`config.mk`:
```
export PLATFORM = sky130hd
export DESIGN_NAME = rat_io_responder_flat
export DESIGN_NICKNAME = d
export VERILOG_FILES = /design/src/rtl/rat_io_responder_pkg.sv /design/src/rtl/rat_io_responder_if.sv /design/src/rtl/rat_io_responder_sync_edge.sv /design/src/rtl/rat_io_responder.sv /design/src/flat_wrapper.sv
export SDC_FILE = /design/constraint.sdc
export NUM_CORES = 1
export LEC_CHECK = 0
export BUFFER_PORTS_ARGS = -buffer_cell sky130_fd_sc_hd__buf_2
export CORE_UTILIZATION = 40
export CTS_CLUSTER_SIZE = 25
export DETAILED_ROUTE_END_ITERATION = 6
export PLACE_DENSITY_LB_ADDON = 0.15
export SYNTH_ARGS = -nofsm -noshare
export SYNTH_HDL_FRONTEND = slang
export SYNTH_SLANG_ARGS = --single-unit
```
`constraint.sdc`:
```
create_clock -name clk -period 2.4 [get_ports clk]
set_input_delay 0.48 -clock clk [delete_from_list [all_inputs] [get_ports clk]]
set_output_delay 0.48 -clock clk [all_outputs]
set_load 0.05 [all_outputs]
```
`src/rtl/rat_io_responder_pkg.sv`:
```
// Port map, register bit positions and timer control layout for the RAT I/O responder.
// Latency: n/a (definitions only); backpressure: n/a.
package rat_io_pkg;

  localparam logic [7:0] PORT_SW         = 8'h00;
  localparam logic [7:0] PORT_LED        = 8'h40;
  localparam logic [7:0] PORT_TMR_CTRL   = 8'h80;
  localparam logic [7:0] PORT_TMR_RELOAD = 8'h81;
  localparam logic [7:0] PORT_TMR_COUNT  = 8'h82;
  localparam logic [7:0] PORT_IRQ_STATUS = 8'h83;
  localparam logic [7:0] PORT_IRQ_MASK   = 8'h84;

  localparam int CTRL_EN_BIT   = 0;
  localparam int CTRL_AUTO_BIT = 1;
  localparam int IRQ_TMR_BIT   = 0;
  localparam int IRQ_EXT_BIT   = 1;

  typedef struct packed {
    logic en;
    logic auto;
  } tmr_ctrl_t;

  // Struct field order differs from the register bit order, so map explicitly.
  function automatic logic [7:0] ctrl_to_byte(input tmr_ctrl_t c);
    logic [7:0] b;
    b = 8'h00;
    b[CTRL_EN_BIT]   = c.en;
    b[CTRL_AUTO_BIT] = c.auto;
    return b;
  endfunction

endpackage

```
`src/rtl/rat_io_responder_if.sv`:
```
// RAT CPU IN/OUT bus: CPU drives address, data and strobe; responder returns read data and IRQ.
// Latency: in_port combinational, interrupt registered; backpressure: none.
interface rat_io_responder_if;
  logic [7:0] port_id;
  logic [7:0] out_port;
  logic       io_strb;
  logic [7:0] in_port;
  logic       interrupt;

  modport master (output port_id, output out_port, output io_strb,
                  input in_port, input interrupt);
  modport slave  (input port_id, input out_port, input io_strb,
                  output in_port, output interrupt);
endinterface

```
`src/rtl/rat_io_responder_sync_edge.sv`:
```
// STAGES-flop synchronizer bank with a registered rising-edge pulse aligned to the synced output.
// Latency: q follows d after STAGES clk, rise coincides with q's first high cycle; backpressure: none.
module rat_sync_edge #(
  parameter int STAGES = 2,
  parameter int WIDTH  = 1
) (
  input  logic             clk,
  input  logic             rst_n,
  input  logic [WIDTH-1:0] d,
  output logic [WIDTH-1:0] q,
  output logic [WIDTH-1:0] rise
);

  logic [WIDTH-1:0] stage [STAGES];
  logic [WIDTH-1:0] nxt_last;

  generate
    if (STAGES == 1) begin : g_one
      assign nxt_last = d;
    end else begin : g_multi
      assign nxt_last = stage[STAGES-2];
    end
  endgenerate

  always_ff @(posedge clk or negedge rst_n) begin
    if (!rst_n) begin
      for (int i = 0; i < STAGES; i++) stage[i] <= '0;
      rise <= '0;
    end else begin
      stage[0] <= d;
      for (int i = 1; i < STAGES; i++) stage[i] <= stage[i-1];
      rise <= nxt_last & ~stage[STAGES-1];
    end
  end

  assign q = stage[STAGES-1];

endmodule

```
`src/rtl/rat_io_responder.sv`:
```
// Port-mapped LED/timer/IRQ register block behind the RAT CPU IN/OUT bus.
// Latency: writes visible next clk, reads combinational, IRQ one clk after status; backpressure: none.
module rat_io_responder
  import rat_io_pkg::*;
#(
  parameter int PRESCALE_W  = 16,
  parameter int PRESCALE    = 50000,
  parameter int SYNC_STAGES = 2
) (
  input  logic                 clk,
  input  logic                 rst_n,
  rat_io_responder_if.slave    bus,
  input  logic [7:0]           switches_in,
  input  logic                 ext_event,
  output logic [7:0]           leds_out
);

  localparam logic [PRESCALE_W-1:0] PRESC_MAX = PRESCALE_W'(PRESCALE - 1);

  logic [7:0]            sw_sync;
  logic [7:0]            sw_rise_unused;
  logic                  ext_sync_unused;
  logic                  ext_rise;

  logic [7:0]            led;
  tmr_ctrl_t             ctrl;
  logic [7:0]            reload;
  logic [7:0]            count;
  logic [1:0]            status;
  logic [1:0]            mask;
  logic [PRESCALE_W-1:0] presc;
  logic                  irq;

  logic                  wr_led, wr_ctrl, wr_reload, wr_status, wr_mask;
  logic                  ctrl_start, tick, expire;
  logic [1:0]            hw_set, w1c;

  rat_sync_edge #(.STAGES(SYNC_STAGES), .WIDTH(8)) u_sw_sync (
    .clk   (clk),
    .rst_n (rst_n),
    .d     (switches_in),
    .q     (sw_sync),
    .rise  (sw_rise_unused)
  );

  rat_sync_edge #(.STAGES(SYNC_STAGES), .WIDTH(1)) u_ext_sync (
    .clk   (clk),
    .rst_n (rst_n),
    .d     (ext_event),
    .q     (ext_sync_unused),
    .rise  (ext_rise)
  );

  assign wr_led    = bus.io_strb && (bus.port_id == PORT_LED);
  assign wr_ctrl   = bus.io_strb && (bus.port_id == PORT_TMR_CTRL);
  assign wr_reload = bus.io_strb && (bus.port_id == PORT_TMR_RELOAD);
  assign wr_status = bus.io_strb && (bus.port_id == PORT_IRQ_STATUS);
  assign wr_mask   = bus.io_strb && (bus.port_id == PORT_IRQ_MASK);

  // Only an EN 0->1 transition restarts; rewriting EN=1 while running leaves the count alone.
  assign ctrl_start = wr_ctrl && bus.out_port[CTRL_EN_BIT] && !ctrl.en;
  assign tick       = ctrl.en && (presc == PRESC_MAX);
  assign expire     = tick && (count == 8'h00);
  assign w1c        = wr_status ? bus.out_port[1:0] : 2'b00;

  always_comb begin
    hw_set              = 2'b00;
    hw_set[IRQ_TMR_BIT] = expire;
    hw_set[IRQ_EXT_BIT] = ext_rise;
  end

  always_comb begin
    bus.in_port = 8'h00;
    case (bus.port_id)
      PORT_SW:         bus.in_port = sw_sync;
      PORT_LED:        bus.in_port = led;
      PORT_TMR_CTRL:   bus.in_port = ctrl_to_byte(ctrl);
      PORT_TMR_RELOAD: bus.in_port = reload;
      PORT_TMR_COUNT:  bus.in_port = count;
      PORT_IRQ_STATUS: bus.in_port = {6'b0, status};
      PORT_IRQ_MASK:   bus.in_port = {6'b0, mask};
      default:         bus.in_port = 8'h00;
    endcase
  end

  always_ff @(posedge clk or negedge rst_n) begin
    if (!rst_n) begin
      led    <= 8'h00;
      ctrl   <= '0;
      reload <= 8'h00;
      count  <= 8'h00;
      status <= 2'b00;
      mask   <= 2'b00;
      presc  <= '0;
      irq    <= 1'b0;
    end else begin
      if (wr_led)    led    <= bus.out_port;
      if (wr_reload) reload <= bus.out_port;
      if (wr_mask)   mask   <= bus.out_port[1:0];

      // A CPU write to TMR_CTRL overrides the one-shot auto-clear of EN.
      if (wr_ctrl) begin
        ctrl.en   <= bus.out_port[CTRL_EN_BIT];
        ctrl.auto <= bus.out_port[CTRL_AUTO_BIT];
      end else if (expire && !ctrl.auto) begin
        ctrl.en <= 1'b0;
      end

      if (ctrl_start) begin
        count <= reload;
        presc <= '0;
      end else if (tick) begin
        presc <= '0;
        if (count != 8'h00)  count <= count - 8'd1;
        else if (ctrl.auto)  count <= reload;
      end else if (ctrl.en) begin
        presc <= presc + PRESCALE_W'(1);
      end

      // Hardware set is OR-ed in after the clear so it wins a same-cycle collision.
      status <= (status & ~w1c) | hw_set;
      irq    <= |(status & mask);
    end
  end

  assign leds_out      = led;
  assign bus.interrupt = irq;

endmodule

```
`src/flat_wrapper.sv`:
```
// flat-port wrapper written by rule: the top's interface ports become plain ports
module rat_io_responder_flat import rat_io_pkg::*;
#(
  parameter int PRESCALE_W  = 16,
  parameter int PRESCALE    = 50000,
  parameter int SYNC_STAGES = 2
)
  (clk, rst_n, switches_in, ext_event, leds_out, bus_port_id, bus_out_port, bus_io_strb, bus_in_port, bus_interrupt);
  rat_io_responder_if bus_i ();
  input  logic clk;
  input  logic rst_n;
  input  logic [7:0] switches_in;
  input  logic ext_event;
  output logic [7:0] leds_out;
  input wire logic [$bits(bus_i.port_id)-1:0] bus_port_id;
  input wire logic [$bits(bus_i.out_port)-1:0] bus_out_port;
  input wire logic [$bits(bus_i.io_strb)-1:0] bus_io_strb;
  output wire logic [$bits(bus_i.in_port)-1:0] bus_in_port;
  output wire logic [$bits(bus_i.interrupt)-1:0] bus_interrupt;
  assign bus_i.port_id = bus_port_id;
  assign bus_i.out_port = bus_out_port;
  assign bus_i.io_strb = bus_io_strb;
  assign bus_in_port = bus_i.in_port;
  assign bus_interrupt = bus_i.interrupt;
  rat_io_responder #(.PRESCALE_W(PRESCALE_W), .PRESCALE(PRESCALE), .SYNC_STAGES(SYNC_STAGES)) u_core (.clk(clk), .rst_n(rst_n), .bus(bus_i), .switches_in(switches_in), .ext_event(ext_event), .leds_out(leds_out));
endmodule
```
### Word-level counts from Yosys, hierarchy flattened

Index checks and enable logic that the tools add are counted.

| word-level totals | value |
|---|---|
| register bits | 66 |
| input bits | 28 |
| output and inout bits | 17 |
| logic and storage cells | 61 |

| cells by class | value |
|---|---|
| add/subtract/negate cells | 2 |
| equal/unequal tests | 7 |
| multiplexer cells | 11 |
| bitwise logic cells | 6 |
| reductions and logical operators | 21 |

Operators with widths:

| kind | number |
|---|---|
| $pmux 8 s7 | 1 |
| $mux 16 | 3 |
| $eq 8x8->1 const B | 5 |
| $mux 8 | 4 |
| $add 16x1->16 const B | 1 |
| $eq 16x16->1 const B | 1 |
| $logic_not 8->1 | 2 |
| $logic_and 1x1->1 | 10 |
| $eq 8x7->1 const B | 1 |
| $reduce_bool 8->1 | 1 |
| $sub 8x1->8 const B | 1 |
| $reduce_bool 3->1 | 2 |
| $and 2x2->2 | 2 |
| $reduce_bool 2->1 | 2 |
| $logic_not 1->1 | 2 |
| $mux 1 | 2 |
| $mux 2 | 1 |
| $not 2->2 | 1 |
| $or 2x2->2 | 1 |
| $reduce_and 2->1 | 1 |
| $reduce_or 2->1 | 1 |
| $and 1x1->1 | 1 |
| $not 1->1 | 1 |

### Longest topological paths before layout

| logic depth | value |
|---|---|
| word-level depth | 6 |
| gate-level depth with buffers | 7 |
| gate-level depth less buffers | 7 |

### Hierarchy

From an unflattened synthesis, not the netlist that was laid out.

| unflattened totals | value |
|---|---|
| cells, all modules | 321 |
| area total of the unflattened synthesis | 3517.1 um^2 |

Modules (own cells, without submodules):

| module | times used | cells each | area each (um^2) | sequential area each (um^2) |
|---|---|---|---|---|
| rat_io_responder | 1 | 285 | 2717.6 | 1176.1 |
| rat_sync_edge (u_core.u_sw_sync) | 1 | 32 | 710.7 | 600.6 |
| rat_sync_edge (u_core.u_ext_sync) | 1 | 4 | 88.8 | 75.1 |

### Least setup slack after synthesis

Ideal clock, no wire load.

| timing path | value |
|---|---|
| kind | input -> output |
| from | input bus_port_id[3] |
| to | output bus_in_port[6] |
| arrival | 2.471 ns |
| data required time | 1.920 ns |
| path slack | -0.551 ns |
| stages on the path | 4 |
| buffers on the path | 1 |
| cells stage by stage | or4_1 -> or4_1 -> clkbuf_1 -> o22ai_1 |

| on the way | value |
|---|---|
| word-level cells in the longest chain between the ends | 2 |
| elaborated cells on any way between the ends | 8 |
| classes of those cells | 6 x eq/ne; 1 x mux; 1 x reduce/logical |

RTL lines:

| what | RTL line | text |
|---|---|---|
| start, declared | flat_wrapper.sv:15 | `input wire logic [$bits(bus_i.port_id)-1:0] bus_port_id;` |
| $eq 8x8->1, or another cell as far along | rat_io_responder.sv:74 | `case (bus.port_id)` |
| $pmux 8 s7 (*) | rat_io_responder.sv:74 |  |
| end, declared | flat_wrapper.sv:18 | `output wire logic [$bits(bus_i.in_port)-1:0] bus_in_port;` |

Every way passes the cells marked *; elsewhere a longest branch is shown, timed or not.

### Worst setup path in the final report

| timing path | value |
|---|---|
| from | input bus_port_id[3] |
| to | output bus_in_port[0] |

Same word-level chain as after synthesis.

==> impl_summary.txt <==
----------------------------------------------------
[Synthesis]
  Largest area contributor in the synthesized netlist ... dfrtp_1
  Number of cells produced by synthesis ... 274
  #FFs+latches synth ... 66
  Average footprint of a synthesized cell ... 11.0 µm²
  Netlist area before placement ... between 3000 and 4000 µm²
  Sequential cell area fraction in the yosys report ... 54.7%
  Ys async rst share ... 100%
  Most used flip-flop cell after synthesis ... dfrtp_1
  Cells taking the most area after synthesis ... dfrtp_1 (55%), mux2_2 (7.1%), nor2_1 (4.7%)
  Post-synth top area share ... 54.7%
  Count of distinct cell types in the synthesized netlist ... 49
  Number of nets in the synthesized netlist ... 304
  Yosys warning count ... 0
  EDFF count, synth ... 0

[Floorplanning]
  Rows ... 31
  Die Y-Extent ... around 89 µm
  IO Count ... 45
  Initial cell density of the core ... approximately two fifths
  Die Footprint ... 7900 µm²
  Core Box Area ... 7290 µm²
  Die X-Extent ... slightly below 90 µm

[CTS]
  Largest buffer count on any clock path ... 2
  TritonCTS buffer count ... 9
  Clock-pin slew of the registers on the worst-case setup and hold paths ... 0.08 ns
  Buffer cell driving the clock tree root ... clkbuf_8
  CTS Sinks ... 66
  Number of H-tree branching levels ... 3
  Count of hold buffers inserted by post-cts repair ... 0
  Clock latency reported for the late side of the worst-skew pair ... 0.34 ns
  Clock tree from TritonCTS ... built

[Worst setup path]
  Reg2Reg Depth ... 7
  Minimum setup slack among reg-to-reg paths ... 0.07 ns
  Reg-to-reg critical path startpoint ... u_core.count[0]
  Sort of element at the end of the critical path ... output pin
  Critical path peak fanout ... 2
  Arr. time, crit path ... 2.11 ns
  Worst Setup SP ... bus_port_id[3]
  Req. time, crit path ... 1.92 ns
  Type of the setup path with the least slack ... input port to output pin
  Crit Reg-Reg Endpoint ... u_core.count[6]
  Nature of the critical path startpoint ... input port

[Min path]
  Class of the tightest hold or removal check ... input port to async pin

[Finish]
  Share of post-route cells with drive strength above 1 ... 38.8%
  Final core occ ... 55.5%
  Final net count ... 391
  Number of antenna cells inserted ... 0
  Layout overhead on the synthesized area ... 34.1%

[Timing]
  Minimum clock period ... ~2.6 ns
  Final Slew Violations ... 0
  # setup viols final ... 8
  Transition time at the pin with the least slew margin ... ~0.57 ns
  Maximum clock frequency ... 387 MHz
  Unrepaired setup endpoints after global routing ... yes
  Slew headroom ... 62.2%
  Least setup slack across all paths after layout ... -0.186 ns
  Final Hold Viols ... 0
  Setup Skew ... 0.0140 ns
  Post-route clock period utilization ... 108%

[Pwr]
  Total power density per cell area ... 592 nW/µm²
  Leak pwr ... 1.91 nW
  Final Power ... 0.00240 W
  Largest vdd supply drop ... 0.476 mV

[Routing]
  Average wire per cell in the routed design ... 14.7 µm
  Pre-antenna DRT Iters ... 4
  Number of violations reported at the end of detailed-routing iteration 0 ... 84
  DRC violation count after routing ... 0
  Final Routed Wirelength ... 6.85 mm
  Count of antenna-violating nets left after detailed routing ... 0
  Via-to-Cell Ratio ... 5.07
  Total number of vias ... 2358

[Place]
  Placer's final routability congestion estimate ... slightly below 0.9
  Count of buffers inserted at the top-level ports ... 44
  HPWL Detailed ... about 5 mm

[Status]
  Outcome ... finished with violations
  Failing checks ... setup timing

[Global route]
  Maximum number of pins on one net before global-route repair ... 33
  Vias in the first global route ... 2264
  GRT Residual Overflow ... 0
  Number of antenna violations at the first check in global routing ... 0
  Global-route wire length before repair ... 11.2 mm
  Overall global routing resource usage ... 19.4%

[Job]
  Max-capacitance violation count ... 0

----------------------------------------------------
-- final cells by class --
class                   count  area (µm²)
clock buffers              10         138
clock inverters             6        66.3
fillers                   677        3240
inverters                   7        26.3
multi-input cells         192        1380
flip-flops and latches     66        1650
well taps                  99         124
repair buffers             85         662
-- layout by cell type, fill, tap and decap left out, drive strengths merged, types with 5 or more instances in the layout --
| cell type | synthesis | routed |
|---|---|---|
| a221o | 5 | 5 |
| and3 | 6 | 6 |
| buf | 1 | 85 |
| clkbuf | 8 | 10 |
| dfrtp | 66 | 66 |
| inv | 7 | 7 |
| mux2 | 19 | 19 |
| mux2i | 9 | 9 |
| nand2 | 19 | 19 |
| nand3 | 8 | 8 |
| nor2 | 39 | 39 |
| nor3 | 11 | 11 |
| o21ai | 6 | 6 |
| xnor2 | 9 | 9 |
| xor2 | 8 | 8 |
-- flip-flops by register name, summed over array words and instances, names as in the netlist, 2 cells and up --
register	flops
u_core.ctrl	2
u_core.u_sw_sync.nxt_last	8
u_core.leds_out	8
u_core.presc	16
u_core.reload	8
u_core.status	2
u_core.count	8
u_core.u_sw_sync.q	8
u_core.mask	2
-- power by group --
part / internal [W] / leakage [nW] / switching, W
logic: 0.000101 / 0.973 / 0.000127
registers: 0.00117 / 0.847 / 0.0000464
clock network: 0.000508 / 0.0945 / 0.000443
total: 0.00178 / 1.91 / 0.000616
-- synthesized netlist by cell type (all sizes together), types with 4 or more instances --
cell / count
xor2: 8
xnor2: 9
mux2i: 9
a211oi: 4
and3: 6
o21ai: 6
dfrtp: 66
inv: 7
nor2: 39
nand4: 4
clkbuf: 8
nand3: 8
a221o: 5
nand2: 19
mux2: 19
nor3: 11
-- stage by stage --
stage	cell area, µm²	std cells	hold WS [ns]	TNS, ns	worst slack [ns]
after detailed placement	3700	446	0.336	-3.06	-0.321
after CTS	4020	464	0.130	-1.18	-0.180
final	4050	465	0.130	-1.24	-0.186
after global routing	4050	465	0.157	-1.63	-0.222
after floorplan	3080	274	0.184	-0.302	-0.0508
after global placement	3700	446	0.332	-2.81	-0.304
-- logic make-up after synthesis --
family | count (synthesis) | share of synthesized area, %
muxes | 28 | 10.1
buffers and inverters | 16 | 2.03
adders and majority gates | 2 | 0.829
xor gates and xnor gates | 17 | 4.93
AOI/OAI and AO/OA | 33 | 8.04
DFF | 66 | 54.7
and+or+nand+nor | 112 | 19.4
-- critical path: stages --
cell     delay (ns)
buf_6          0.09
or4_4          0.53
or4_4          0.45
buf_4          0.16
nor2_1         0.10
a31oi_1        0.06
nand3_2        0.10
buf_8          0.14
-- timing repair --
item / 4_1_cts / 5_1_grt
resized for setup: 31 / 7
pin swaps: 1 / 1
buffers inserted: 2 / 1
setup endpoints to repair: 8 / 14
-- routing by layer --
layer | share of wire [%] | global-route usage [%]
met1 | 45 | 24.7
met2 | 50 | 32.2
met4 | 1.8 | 7.77
met5 | 0 | 0
met3 | 3.2 | 4.38
-- how the worst max path moves through the flow --
stage,endpoint,slack [ns],cells after the start
CTS,bus_in_port[0],-0.18,8
finish,bus_in_port[0],-0.19,8
global placement,bus_in_port[7],-0.30,7
floorplan,bus_in_port[0],-0.05,6
global route,bus_in_port[0],-0.22,8
detailed placement,bus_in_port[5],-0.32,7
No activity file was read; power rests on OpenSTA's default activity.
